==> src/rtl/pipe_sel_stage_if.sv <==
// Bus for pipe_sel_stage: channel inputs, select, pipeline controls and registered outputs.
// The master drives the channels and controls; the slave (the stage itself) drives out_*.
interface pipe_sel_stage_if #(
    parameter int unsigned WIDTH  = 32,
    parameter int unsigned NUM_IN = 4
);
    localparam int unsigned SEL_W = (NUM_IN > 1) ? $clog2(NUM_IN) : 1;

    logic [NUM_IN*WIDTH-1:0] in_data;
    logic [SEL_W-1:0]        sel;
    logic                    in_valid;
    logic                    stall;
    logic                    flush;
    logic                    err_clr;
    logic [WIDTH-1:0]        out_data;
    logic                    out_valid;
    logic [SEL_W-1:0]        out_sel;
    logic                    sel_err;

    modport master (
        output in_data, sel, in_valid, stall, flush, err_clr,
        input  out_data, out_valid, out_sel, sel_err
    );

    modport slave (
        input  in_data, sel, in_valid, stall, flush, err_clr,
        output out_data, out_valid, out_sel, sel_err
    );
endinterface

==> src/rtl/pipe_sel_stage.sv <==
// N-input selector feeding a DEPTH-deep register chain with stall, flush, per-stage valid
// tracking and a sticky out-of-range select flag.
module pipe_sel_stage #(
    parameter int unsigned WIDTH  = 32,
    parameter int unsigned NUM_IN = 4,
    parameter int unsigned DEPTH  = 1
) (
    input logic               clk,
    input logic               rst_n,
    pipe_sel_stage_if.slave   bus
);
    localparam int unsigned SEL_W = (NUM_IN > 1) ? $clog2(NUM_IN) : 1;

    logic [WIDTH-1:0] mux;
    logic             sel_oor;
    logic             accept;

    logic [WIDTH-1:0] data_q  [DEPTH];
    logic [SEL_W-1:0] sel_q   [DEPTH];
    logic             valid_q [DEPTH];
    logic             sel_err_q;

    // Out-of-range selects match no channel and therefore yield zero.
    always_comb begin
        mux = '0;
        for (int k = 0; k < NUM_IN; k++) begin
            if (bus.sel == SEL_W'(k)) begin
                mux = bus.in_data[k*WIDTH +: WIDTH];
            end
        end
    end

    assign sel_oor = (32'(bus.sel) >= NUM_IN);
    assign accept  = !bus.flush && !bus.stall;

    always_ff @(posedge clk or negedge rst_n) begin
        if (!rst_n) begin
            for (int i = 0; i < DEPTH; i++) begin
                data_q[i]  <= '0;
                sel_q[i]   <= '0;
                valid_q[i] <= 1'b0;
            end
        end else if (bus.flush) begin
            // Only the valid bits drop; data and sel are left as stale payload.
            for (int i = 0; i < DEPTH; i++) begin
                valid_q[i] <= 1'b0;
            end
        end else if (!bus.stall) begin
            data_q[0]  <= mux;
            sel_q[0]   <= bus.sel;
            valid_q[0] <= bus.in_valid;
            for (int i = 1; i < DEPTH; i++) begin
                data_q[i]  <= data_q[i-1];
                sel_q[i]   <= sel_q[i-1];
                valid_q[i] <= valid_q[i-1];
            end
        end
    end

    always_ff @(posedge clk or negedge rst_n) begin
        if (!rst_n) begin
            sel_err_q <= 1'b0;
        end else if (accept && bus.in_valid && sel_oor) begin
            sel_err_q <= 1'b1;
        end else if (bus.err_clr) begin
            sel_err_q <= 1'b0;
        end
    end

    assign bus.out_data  = data_q[DEPTH-1];
    assign bus.out_sel   = sel_q[DEPTH-1];
    assign bus.out_valid = valid_q[DEPTH-1];
    assign bus.sel_err   = sel_err_q;
endmodule

==> src/flat_wrapper.sv <==
// flat-port wrapper written by rule: the top's interface ports become plain ports
module pipe_sel_stage_flat 
#(
    parameter int unsigned WIDTH  = 32,
    parameter int unsigned NUM_IN = 4,
    parameter int unsigned DEPTH  = 1
)
  (clk, rst_n, bus_in_data, bus_sel, bus_in_valid, bus_stall, bus_flush, bus_err_clr, bus_out_data, bus_out_valid, bus_out_sel, bus_sel_err);
  pipe_sel_stage_if #(.WIDTH(WIDTH), .NUM_IN(NUM_IN)) bus_i ();
  input logic clk;
  input logic rst_n;
  input wire logic [$bits(bus_i.in_data)-1:0] bus_in_data;
  input wire logic [$bits(bus_i.sel)-1:0] bus_sel;
  input wire logic [$bits(bus_i.in_valid)-1:0] bus_in_valid;
  input wire logic [$bits(bus_i.stall)-1:0] bus_stall;
  input wire logic [$bits(bus_i.flush)-1:0] bus_flush;
  input wire logic [$bits(bus_i.err_clr)-1:0] bus_err_clr;
  output wire logic [$bits(bus_i.out_data)-1:0] bus_out_data;
  output wire logic [$bits(bus_i.out_valid)-1:0] bus_out_valid;
  output wire logic [$bits(bus_i.out_sel)-1:0] bus_out_sel;
  output wire logic [$bits(bus_i.sel_err)-1:0] bus_sel_err;
  assign bus_i.in_data = bus_in_data;
  assign bus_i.sel = bus_sel;
  assign bus_i.in_valid = bus_in_valid;
  assign bus_i.stall = bus_stall;
  assign bus_i.flush = bus_flush;
  assign bus_i.err_clr = bus_err_clr;
  assign bus_out_data = bus_i.out_data;
  assign bus_out_valid = bus_i.out_valid;
  assign bus_out_sel = bus_i.out_sel;
  assign bus_sel_err = bus_i.sel_err;
  pipe_sel_stage #(.WIDTH(WIDTH), .NUM_IN(NUM_IN), .DEPTH(DEPTH)) u_core (.clk(clk), .rst_n(rst_n), .bus(bus_i));
endmodule
==> config.mk <==
export PLATFORM = sky130hd
export DESIGN_NAME = pipe_sel_stage_flat
export DESIGN_NICKNAME = d
export VERILOG_FILES = /design/src/rtl/pipe_sel_stage_if.sv /design/src/rtl/pipe_sel_stage.sv /design/src/flat_wrapper.sv
export SDC_FILE = /design/constraint.sdc
export NUM_CORES = 1
export LEC_CHECK = 0
export ABC_CLOCK_PERIOD_IN_PS = 1800
export CAP_MARGIN = 20
export CORE_ASPECT_RATIO = 0.5
export CORE_MARGIN = 5
export CORE_UTILIZATION = 37
export DETAILED_ROUTE_END_ITERATION = 10
export GPL_TIMING_DRIVEN = 0
export PLACE_DENSITY = 0.88
export SLEW_MARGIN = 15
export SYNTH_ARGS = -nofsm -noshare
export SYNTH_HDL_FRONTEND = slang
export SYNTH_SLANG_ARGS = --single-unit
==> constraint.sdc <==
create_clock -name clk -period 1.8 [get_ports clk]
set_clock_uncertainty 0.2 [all_clocks]
set_input_delay 0.27 -clock clk [delete_from_list [all_inputs] [get_ports clk]]
set_output_delay 0.27 -clock clk [all_outputs]
set_load 0.02 [all_outputs]
# Yosys cells after proc, flatten, opt, wreduce, memory -nomap -nowiden
# Index checks and enable logic that the tools add are counted.
# W data, S select, Z words.
dict set report classes {
  n_eq_ne 4
  n_bitwise 2
  muxes 6
  n_reduce_logical 2
}
# cell count
set op_table {}
lappend op_table {{$mux W32} 4}
lappend op_table {{$eq A2 B2 Y1 const B} 2}
lappend op_table {{$eq A2 B1 Y1 const B} 1}
lappend op_table {{$logic_not A2 Y1} 1}
lappend op_table {{$mux W1} 2}
lappend op_table {{$ne A2 B1 Y1 const B} 1}
lappend op_table {{$not A1 Y1} 2}
lappend op_table {{$reduce_and A2 Y1} 1}
dict set report word_totals {
  output_inout_bits 36
  elab_cells 17
  in_bits 136
  ff_bits 35
}

# Longest topological paths before layout
# Gate-level depths: netlist of run 1.
dict set report depth {
  word_depth 5
  depth_mapped 4
  mapped_depth_nobuf 2
}

# Least setup slack after synthesis of run 1
# No wires, ideal clock.
dict set report synth_path {
  path_type {input to register}
  startpoint {in bus_sel[0]}
  endpoint {reg u_core.data_q (netlist bit u_core.bus.out_data[22])}
  t_required_ns 1.475
  cell_stages 4
  setup_slack_ns 0.200
  arrival_ns 1.275
  setup_time_ns 0.125
  path_cell_list {buf_6 buf_12 mux4_2 mux2_4}
}
dict set report synth_between {
  elab_chain_cells 5
}
# item line
set synth_lines {}
lappend synth_lines {{start: declaration} flat_wrapper.sv:13} ;# input wire logic [$bits(bus_i.sel)-1:0] bus_sel;
lappend synth_lines {{$logic_not A2 Y1} pipe_sel_stage.sv:27} ;# if (bus.sel == SEL_W'(k)) begin
lappend synth_lines {{$mux W32 (3 in series)} pipe_sel_stage.sv:27}
lappend synth_lines {{$mux W32 (*)} pipe_sel_stage.sv:27}
lappend synth_lines {{end signal: indexed assignment} pipe_sel_stage.sv:53} ;# data_q[i] <= data_q[i-1];
lappend synth_lines {{end: declaration} pipe_sel_stage.sv:18} ;# logic [WIDTH-1:0] data_q [DEPTH];
# Every way passes the cells marked *; elsewhere a longest branch is shown, timed or not.
# A chain may end at the register's enable or synchronous reset.

# Worst setup path after layout of run 1
dict set report layout_path {
  startpoint {reg u_core.data_q (netlist bit u_core.bus.out_data[6])}
  endpoint {out bus_out_data[6]}
}
# item line
set layout_lines {}
lappend layout_lines {{end: declaration} flat_wrapper.sv:18} ;# output wire logic [$bits(bus_i.out_data)-1:0] bus_out_data;
# No word-level cell between the ends.

==> results of run 1 <==
[cell type report]
class                   instances  area (µm²)  area share, %
repair buffers                168        1680           40.3
clock inverters                 1        5.00          0.120
flip-flops and latches         35         876           21.1
multi-input cells              70        1250           30.1
well taps                      77        96.3           2.32
clock buffers                   7         133           3.19
plain buffers                  12         120           2.89
[sequential cells by signal (all words and copies together), names as in the netlist]
| name | count |
|---|---|
| u_core.bus.out_data | 32 |
| u_core.bus.out_sel | 2 |
| u_core.bus.out_valid | 1 |
[worst max-delay path by stage]
stage,from,to,slack (ps)
2_1_floorplan,bus_sel[0],u_core.bus.out_data[22],200
3_3_place_gp,rst_n,u_core.bus.out_data[31],-450
3_5_place_dp,bus_flush,u_core.bus.out_sel[0],-370
4_1_cts,bus_flush,u_core.bus.out_sel[0],4
5_1_grt,u_core.bus.out_data[8],bus_out_data[8],20
6_report,u_core.bus.out_data[6],bus_out_data[6],40
[power by group through the flow]
stage	logic (mW)	registers (mW)	clock network, mW
floorplan	0.410	1.22	0
global placement	1.26	1.03	0
detailed placement	1.29	1.04	0
CTS	1.30	1.03	0.830
global route	1.35	1.05	0.880
finish	1.29	1.03	0.820
[layer usage]
metal | up-vias | wire (µm)
li1 | 825 | -
met1 | 939 | 2780
met2 | 49 | 4770
met3 | 10 | 220
met4 | 0 | 113
met5 | - | 0
[layout by cell type, fill, tap and decap left out, types with 3 or more instances in the layout]
| cell | synthesis | routed |
|---|---|---|
| clkdlybuf4s50_1 | 0 | 166 |
| mux4_2 | 29 | 29 |
| mux2_4 | 29 | 29 |
| dfrtp_1 | 35 | 35 |
| mux4_1 | 3 | 3 |
| buf_4 | 1 | 4 |
| clkbuf_16 | 0 | 5 |
| clkbuf_1 | 1 | 3 |
| mux2_2 | 5 | 5 |
| buf_2 | 6 | 4 |
| buf_12 | 3 | 3 |
[metrics by stage]
step / instance area, µm² / hold WS [ps] / instances / TNS, ps
2_1_floorplan: 2240 / -226 / 117 / 0
3_3_place_gp: 4000 / 292 / 361 / -23690
3_5_place_dp: 4000 / 197 / 361 / -9350
4_1_cts: 4150 / 295 / 370 / 0
5_1_grt: 4160 / 311 / 370 / 0
6_report: 4160 / 289 / 370 / 0
[kinds of logic (layout without fill, tap and decap cells)]
logic type             count (synthesis)  after routing  share of synthesized area [%]
multiplexers                          67             67                           55.2
flip-flops                            35             35                           39.2
buffers and inverters                 12            188                           5.04
AND/OR/NAND/NOR                        2              2                          0.448
other                                  1              1                          0.168
[timing repair]
item / CTS / global route
endpoints found under the hold margin: 35 / 0
hold buffers: 1 / 0
resized for setup: 3 / 1
endpoints found under the setup margin: 30 / 12
cloned: 0 / 0
==> flow_summary.ini, run 1 <==
[synthesis]
synth_area_per_cell_um2 = 19.1
synth-edff-count = 0
ys_seq_area_share_pct = 39.2
yosysMostFrequentCell = dfrtp_1
synth_ff_type = dfrtp_1
syn_inst = 117
synth_top_cell_area_share_pct = 39.2
syn_area_um2 = 2240
async_reset_ff_share_pct = 100
yosysWarnings = 0
synth_area_leader_cell = dfrtp_1
ys_top_cells_by_area = dfrtp_1, mux4_2, mux2_4, mux4_1, buf_12
synthTopCellsByCount = dfrtp_1, mux2_4, mux4_2
synth_fp_nets = 253
synth_cell_types = 14
synth-seq-cells = 35

[sta]
final.setup.worst_slack_ps = 44.6
min_period_ps = 1760
fin_crit_sh_pct = 97.5
hold_viol = 0
slew_viol_final = 0
setup_violations = 0
rsz0062_at_grt = false
worst_pin_slew_ps = 811
slew_headroom_pct = 45.9
fmax_mhz = 570

[power_and_ir_drop]
p_per_area_nw_per_um2 = 756
switchingPower_uw = 869
seqPwrFrac_pct = 32.8
pwr-share-clk_pct = 26.1
comb_power_share_pct = 41.1
ir_worst_vdd_mv = 0.448
p_leak_nw = 1.67
finalPower_mw = 3.14
netSwitchingFraction_pct = 27.6
intPower_mw = 2.27

[global_routing]
globalRouteMet2Util_pct = 40.3
grt.busiest_layer = met2
grt_pass1_vias = 2123
grt_start_max_net_pins = 36
grt_pass1_wl_mm = 11.8
grt_use_total_pct = 20.1
grt.overflow.total = 0
antenna_found_initial = 0
grt_use_met1_pct = 22.0
grtUsageMet3_pct = 4.01

[floorplanning]
rows = 20
die_w_um = 120
dieHeight_um = 65.0
core_um2 = 5960
ioPinCount = 172
initial_utilization_pct = 37.5
dieArea_um2 = 7790

[routing]
dr.pass1.iters = 4
via_per_inst = 4.93
route.detailed.drc = 0
wl_per_cell_um = 21.3
routed_wl_mm = 7.89
dr.first_iter.drc_count = 52
vias = 1823
final_antenna_net_count = 0

[layout]
nFillCells = 401
area_delta_synth_final_pct = 86.0
drive_above_1_share_pct = 28.0
diodes = 0
finish.utilization_pct = 69.8
final_nets = 428

[place]
place_congestion = 0.883
pre_cts_ws_ps = -371
port_buffers = 167
hpwlAfterDp_mm = 6.24

[flow_run]
max_cap_violations = 0

[min_path]
min_from = bus_sel[0]
hold_path.class = input port to register
min_to = u_core.bus.out_sel[0]
hold_path_depth = 3

[critical_path]
endpoint_kind = primary output
start_kind = register
r2r_slack_ps = 800
path_buf_inv = 1
cp_max_fo = 2
rr_worst_depth = 1
cp.required_ps = 1330
r2r_end = u_core.bus.out_data[6]
path_depth = 1
worstReg2RegStart = u_core.bus.out_data[6]
crit_chain = clkdlybuf4s50_1
crit_family = buffers and inverters
cp_slowest_cell = clkdlybuf4s50_1
slowest_delay_ps = 640
path_class = register to primary output
critical_path_arrival_ps = 1290

[cts]
cts_setup_buffers = 0
clkSinkCount = 35
clk_latency_ps = 270
clockBufferDepth = 2
clk_pin_slew_ps = 50
cts_tree = done
ctsHtreeMaxLevel = 2
cts_buffers = 5
root_buffer = clkbuf_16

[status]
status = complete, no violations
(Power assumes the default switching activity.)
==> inputs of run 2 (changes only) <==
--- a/config.mk
+++ b/config.mk
@@ -8,10 +8,9 @@
 export ABC_CLOCK_PERIOD_IN_PS = 1800
 export CAP_MARGIN = 20
 export CORE_ASPECT_RATIO = 0.5
-export CORE_MARGIN = 5
+export CORE_MARGIN = 2
 export CORE_UTILIZATION = 37
 export DETAILED_ROUTE_END_ITERATION = 10
-export GPL_TIMING_DRIVEN = 0
 export PLACE_DENSITY = 0.88
 export SLEW_MARGIN = 15
 export SYNTH_ARGS = -nofsm -noshare
==> flow_summary.ini, run 2 (same netlist as run 1, synthesis figures left out) <==
[status]
status = complete, no violations

[global_routing]
grt_start_max_net_pins = 36
grt_use_total_pct = 21.8
grt_pass1_wl_mm = 11.0
antenna_found_initial = 0
grt.overflow.total = 0
grt_pass1_vias = 2144

[floorplanning]
dieHeight_um = 59.0
core_um2 = 5660
ioPinCount = 172
rows = 19
dieArea_um2 = 6720
die_w_um = 114
initial_utilization_pct = 39.5

[critical_path]
path_buf_inv = 1
cp.required_ps = 1330
start_kind = register
critical_path_arrival_ps = 1290
cp_slowest_cell = clkdlybuf4s50_1
crit_family = buffers and inverters
slowest_delay_ps = 650
path_class = register to primary output
crit_chain = clkdlybuf4s50_1
endpoint_kind = primary output
cp_max_fo = 2

[sta]
fin_crit_sh_pct = 97.9
slew_headroom_pct = 47.8
min_period_ps = 1760
hold_viol = 0
fmax_mhz = 568
worst_pin_slew_ps = 783
slew_viol_final = 0
rsz0062_at_grt = false
setup_violations = 0

[routing]
route.detailed.drc = 0
final_antenna_net_count = 0
dr.first_iter.drc_count = 98
dr.pass1.iters = 4
routed_wl_mm = 6.97
vias = 1821
via_per_inst = 5.02
wl_per_cell_um = 19.2

[cts]
cts_tree = done
root_buffer = clkbuf_16
post_cts_resized = 0
clockBufferDepth = 2
clkSinkCount = 35
clk_pin_slew_ps = 60
clk_latency_ps = 270
ctsHtreeMaxLevel = 2
cts_buffers = 5

[power_and_ir_drop]
p_per_area_nw_per_um2 = 749
finalPower_mw = 3.12
ir_worst_vdd_mv = 0.417
p_leak_nw = 1.67

[layout]
largest_register_ffs = 32
final_nets = 425
diodes = 0
drive_above_1_share_pct = 27.9
final_common_cell = clkdlybuf4s50_1
layout.cells.non_filler = 363
most-common-layout-cells = clkdlybuf4s50_1, dfrtp_1, mux4_2, mux2_4
area_delta_synth_final_pct = 86.3

[place]
port_buffers = 169
dp_cells = 354
place_congestion = 0.792
hpwlAfterDp_mm = 5.76

[min_path]
hold_path.class = input port to register

[flow_run]
max_cap_violations = 0
## run 2: cell types whose count changed in the layout (fill, tap and decap cells not counted)
cell,change
buf_4,-2
buf_12,+2
clkbuf_1,-3
buf_6,-1
clkdlybuf4s50_1,+1
buf_2,-2
clkinv_2,+2
## run 2: power breakdown
part           total (mW)  leakage, nW  switching, mW  internal [mW]
logic                1.27         1.19          0.446          0.826
clock network       0.818       0.0733          0.314          0.504
registers            1.03        0.412         0.0911          0.938
total                3.12         1.67          0.851           2.27
## run 2: tightest hold or removal path, delay by kind of cell
kind     cells  cell delay, ps
mux          1             160
buf+inv      2             300
## run 2: cell type report
cell class	instances	area (µm²)
repair buffers	177	1810
fillers	367	1490
multi-input cells	70	1250
flip-flops and latches	35	876
clock buffers	5	125
well taps	73	91.3
clock inverters	3	15.0
## run 2: repair_timing
| item | CTS | global route |
|---|---|---|
| setup buffers | 0 | 0 |
| hold endpoints to repair | 35 | 0 |
| hold buffers | 1 | 0 |
## run 2: routing by layer
metal  global-route usage [%]  wire, µm  vias up
met5                        0         0        -
met4                     6.10       115        0
met3                     5.21       279       14
met2                     41.7      4020       58
met1                     25.2      2550      927
li1                         -         -      822
## run 2: path summary, 6_finish.rpt
check | start | to | slack [ps] | depth (start not counted)
max in group asynchronous | rst_n | u_core.bus.out_data[18] | 480 | 2
min in group asynchronous | rst_n | u_core.bus.out_data[12] | 420 | 2
setup reg to reg | u_core.bus.out_data[9] | u_core.bus.out_data[9] | 820 | 1
hold / removal | bus_sel[0] | u_core.bus.out_sel[0] | 300 | 3
hold reg to reg | u_core.bus.out_data[19] | u_core.bus.out_data[19] | 300 | 1
setup / recovery | u_core.bus.out_data[9] | bus_out_data[9] | 40 | 1
## run 2: stage by stage
step	cell area [µm²]	TNS (ps)	setup slack (ps)	hold WS (ps)	utilization [%]
detailed placement	4020	-3560	-147	198	71.0
finish	4170	0	38.7	303	73.6
global placement	4020	-2810	-116	178	71.0
floorplan	2240	0	200	-226	-
CTS	4170	0	24.6	303	73.6
global route	4170	0	20.0	324	73.6
==> inputs of run 3 (changes only) <==
--- a/config.mk
+++ b/config.mk
@@ -8,7 +8,6 @@
 export ABC_CLOCK_PERIOD_IN_PS = 1800
 export CAP_MARGIN = 20
 export CORE_ASPECT_RATIO = 0.5
-export CORE_MARGIN = 2
 export CORE_UTILIZATION = 37
 export DETAILED_ROUTE_END_ITERATION = 10
 export PLACE_DENSITY = 0.88
==> flow_summary.ini, run 3 (same netlist as run 1, synthesis figures left out) <==
[layout]
most-common-layout-cells = clkdlybuf4s50_1, dfrtp_1, mux4_2, mux2_4
diodes = 0
finish.utilization_pct = 73.9
largest_register_ffs = 32
final_nets = 425
nFillCells = 363
area_delta_synth_final_pct = 87.0
drive_above_1_share_pct = 27.6
design_area_um2 = 4180
final_common_cell = clkdlybuf4s50_1

[critical_path]
worstReg2RegStart = u_core.bus.out_data[13]
rr_worst_depth = 1
cp_max_fo = 2
endpoint_kind = primary output
critical_path_arrival_ps = 1270
r2r_slack_ps = 810
crit_chain = clkdlybuf4s50_1
cp_slowest_cell = clkdlybuf4s50_1
r2r_end = u_core.bus.out_data[13]
path_depth = 1
cp.required_ps = 1330
start_kind = register
path_buf_inv = 1
crit_family = buffers and inverters
slowest_delay_ps = 630
path_class = register to primary output

[cts]
clk_pin_slew_ps = 50
cts_tree = done
clockBufferDepth = 2
cts_buffers = 5
root_buffer = clkbuf_16
clkSinkCount = 35
ctsHtreeMaxLevel = 2
clk_latency_ps = 270

[global_routing]
grt_use_total_pct = 22.9
antenna_found_initial = 0
grt.overflow.total = 0
grt_pass1_vias = 2136
grt_start_max_net_pins = 26
grt_pass1_wl_mm = 11.0

[min_path]
min_to = u_core.bus.out_data[12]
hold_path_depth = 1
hold_path.class = register to register
min_from = u_core.bus.out_data[12]

[sta]
fmax_mhz = 574
hold_viol = 0
setup_violations = 0
worst_pin_slew_ps = 607
slew_viol_final = 0
slew_headroom_pct = 59.5
fin_crit_sh_pct = 96.8
min_period_ps = 1740
rsz0062_at_grt = false

[status]
status = complete, but fails checks
violations = DRC

[routing]
dr.pass1.iters = 9
via_per_inst = 5.04
final_antenna_net_count = 0
wl_per_cell_um = 19.5
vias = 1829
route.detailed.drc = 2
routed_wl_mm = 7.07
dr.first_iter.drc_count = 52

[place]
place_congestion = 0.751
hpwlAfterDp_mm = 5.54
port_buffers = 169
placed_area_um2 = 4020

[floorplanning]
dieHeight_um = 57.0
rows = 19
initial_utilization_pct = 39.5
die_w_um = 112
ioPinCount = 172
dieArea_um2 = 6380
core_um2 = 5660

[power_and_ir_drop]
p_per_area_nw_per_um2 = 770
finalPower_mw = 3.22
p_leak_nw = 1.68
ir_worst_vdd_mv = 0.442

[flow_run]
max_cap_violations = 0
run 3: cell count changes in the layout (fill, tap and decap cells not counted), sizes merged:
cell,previous run,this run
clkbuf,5,8
clkdlybuf4s50,167,166
clkinv,3,0
dlygate4sd2,0,1
run 3: stage by stage:
step / hold slack, ps / worst slack, ps / TNS, ps / instances
floorplan: -226 / 200 / 0 / 117
global placement: 88.0 / -115 / -2830 / 354
CTS: 310 / 40.2 / 0 / 363
global route: 329 / 20.2 / 0 / 363
detailed placement: 110 / -137 / -3450 / 354
finish: 308 / 58.4 / 0 / 363
run 3: worst max-delay path by stage:
stage / start / endpoint / slack [ps]
floorplan: bus_sel[0] / u_core.bus.out_data[22] / 200
global placement: bus_sel[1] / u_core.bus.out_data[29] / -120
detailed placement: bus_sel[1] / u_core.bus.out_data[29] / -140
CTS: u_core.bus.out_data[1] / bus_out_data[1] / 40
global route: u_core.bus.out_valid / bus_out_valid / 20
finish: u_core.bus.out_data[5] / bus_out_data[5] / 60
run 3: final cells by class:
type                    instances  area (µm²)  share of cell area, %
repair buffers                177        1810                   43.2
flip-flops and latches         35         876                   20.9
clock buffers                   8         156                   3.74
multi-input cells              70        1250                   30.0
well taps                      73        91.3                   2.18
run 3: timing repair:
| action | in CTS | in global routing |
|---|---|---|
| endpoints found under the setup margin | 1 | 0 |
| hold endpoints to repair | 24 | 0 |
| hold buffers | 1 | 0 |
| buffers inserted | 0 | 0 |
| resized for setup | 1 | 0 |
run 3: routing by layer:
layer,global-route usage (%),vias to the layer above,routed length [µm]
li1,-,818,-
met1,24.8,942,2510
met2,46.0,56,4160
met3,4.57,13,267
met4,6.86,0,138
met5,0,-,0
run 3: where the power goes:
group / leakage, nW / internal, mW / switching (mW)
registers: 0.412 / 0.938 / 0.0917
logic: 1.19 / 0.823 / 0.455
clock network: 0.0772 / 0.589 / 0.321
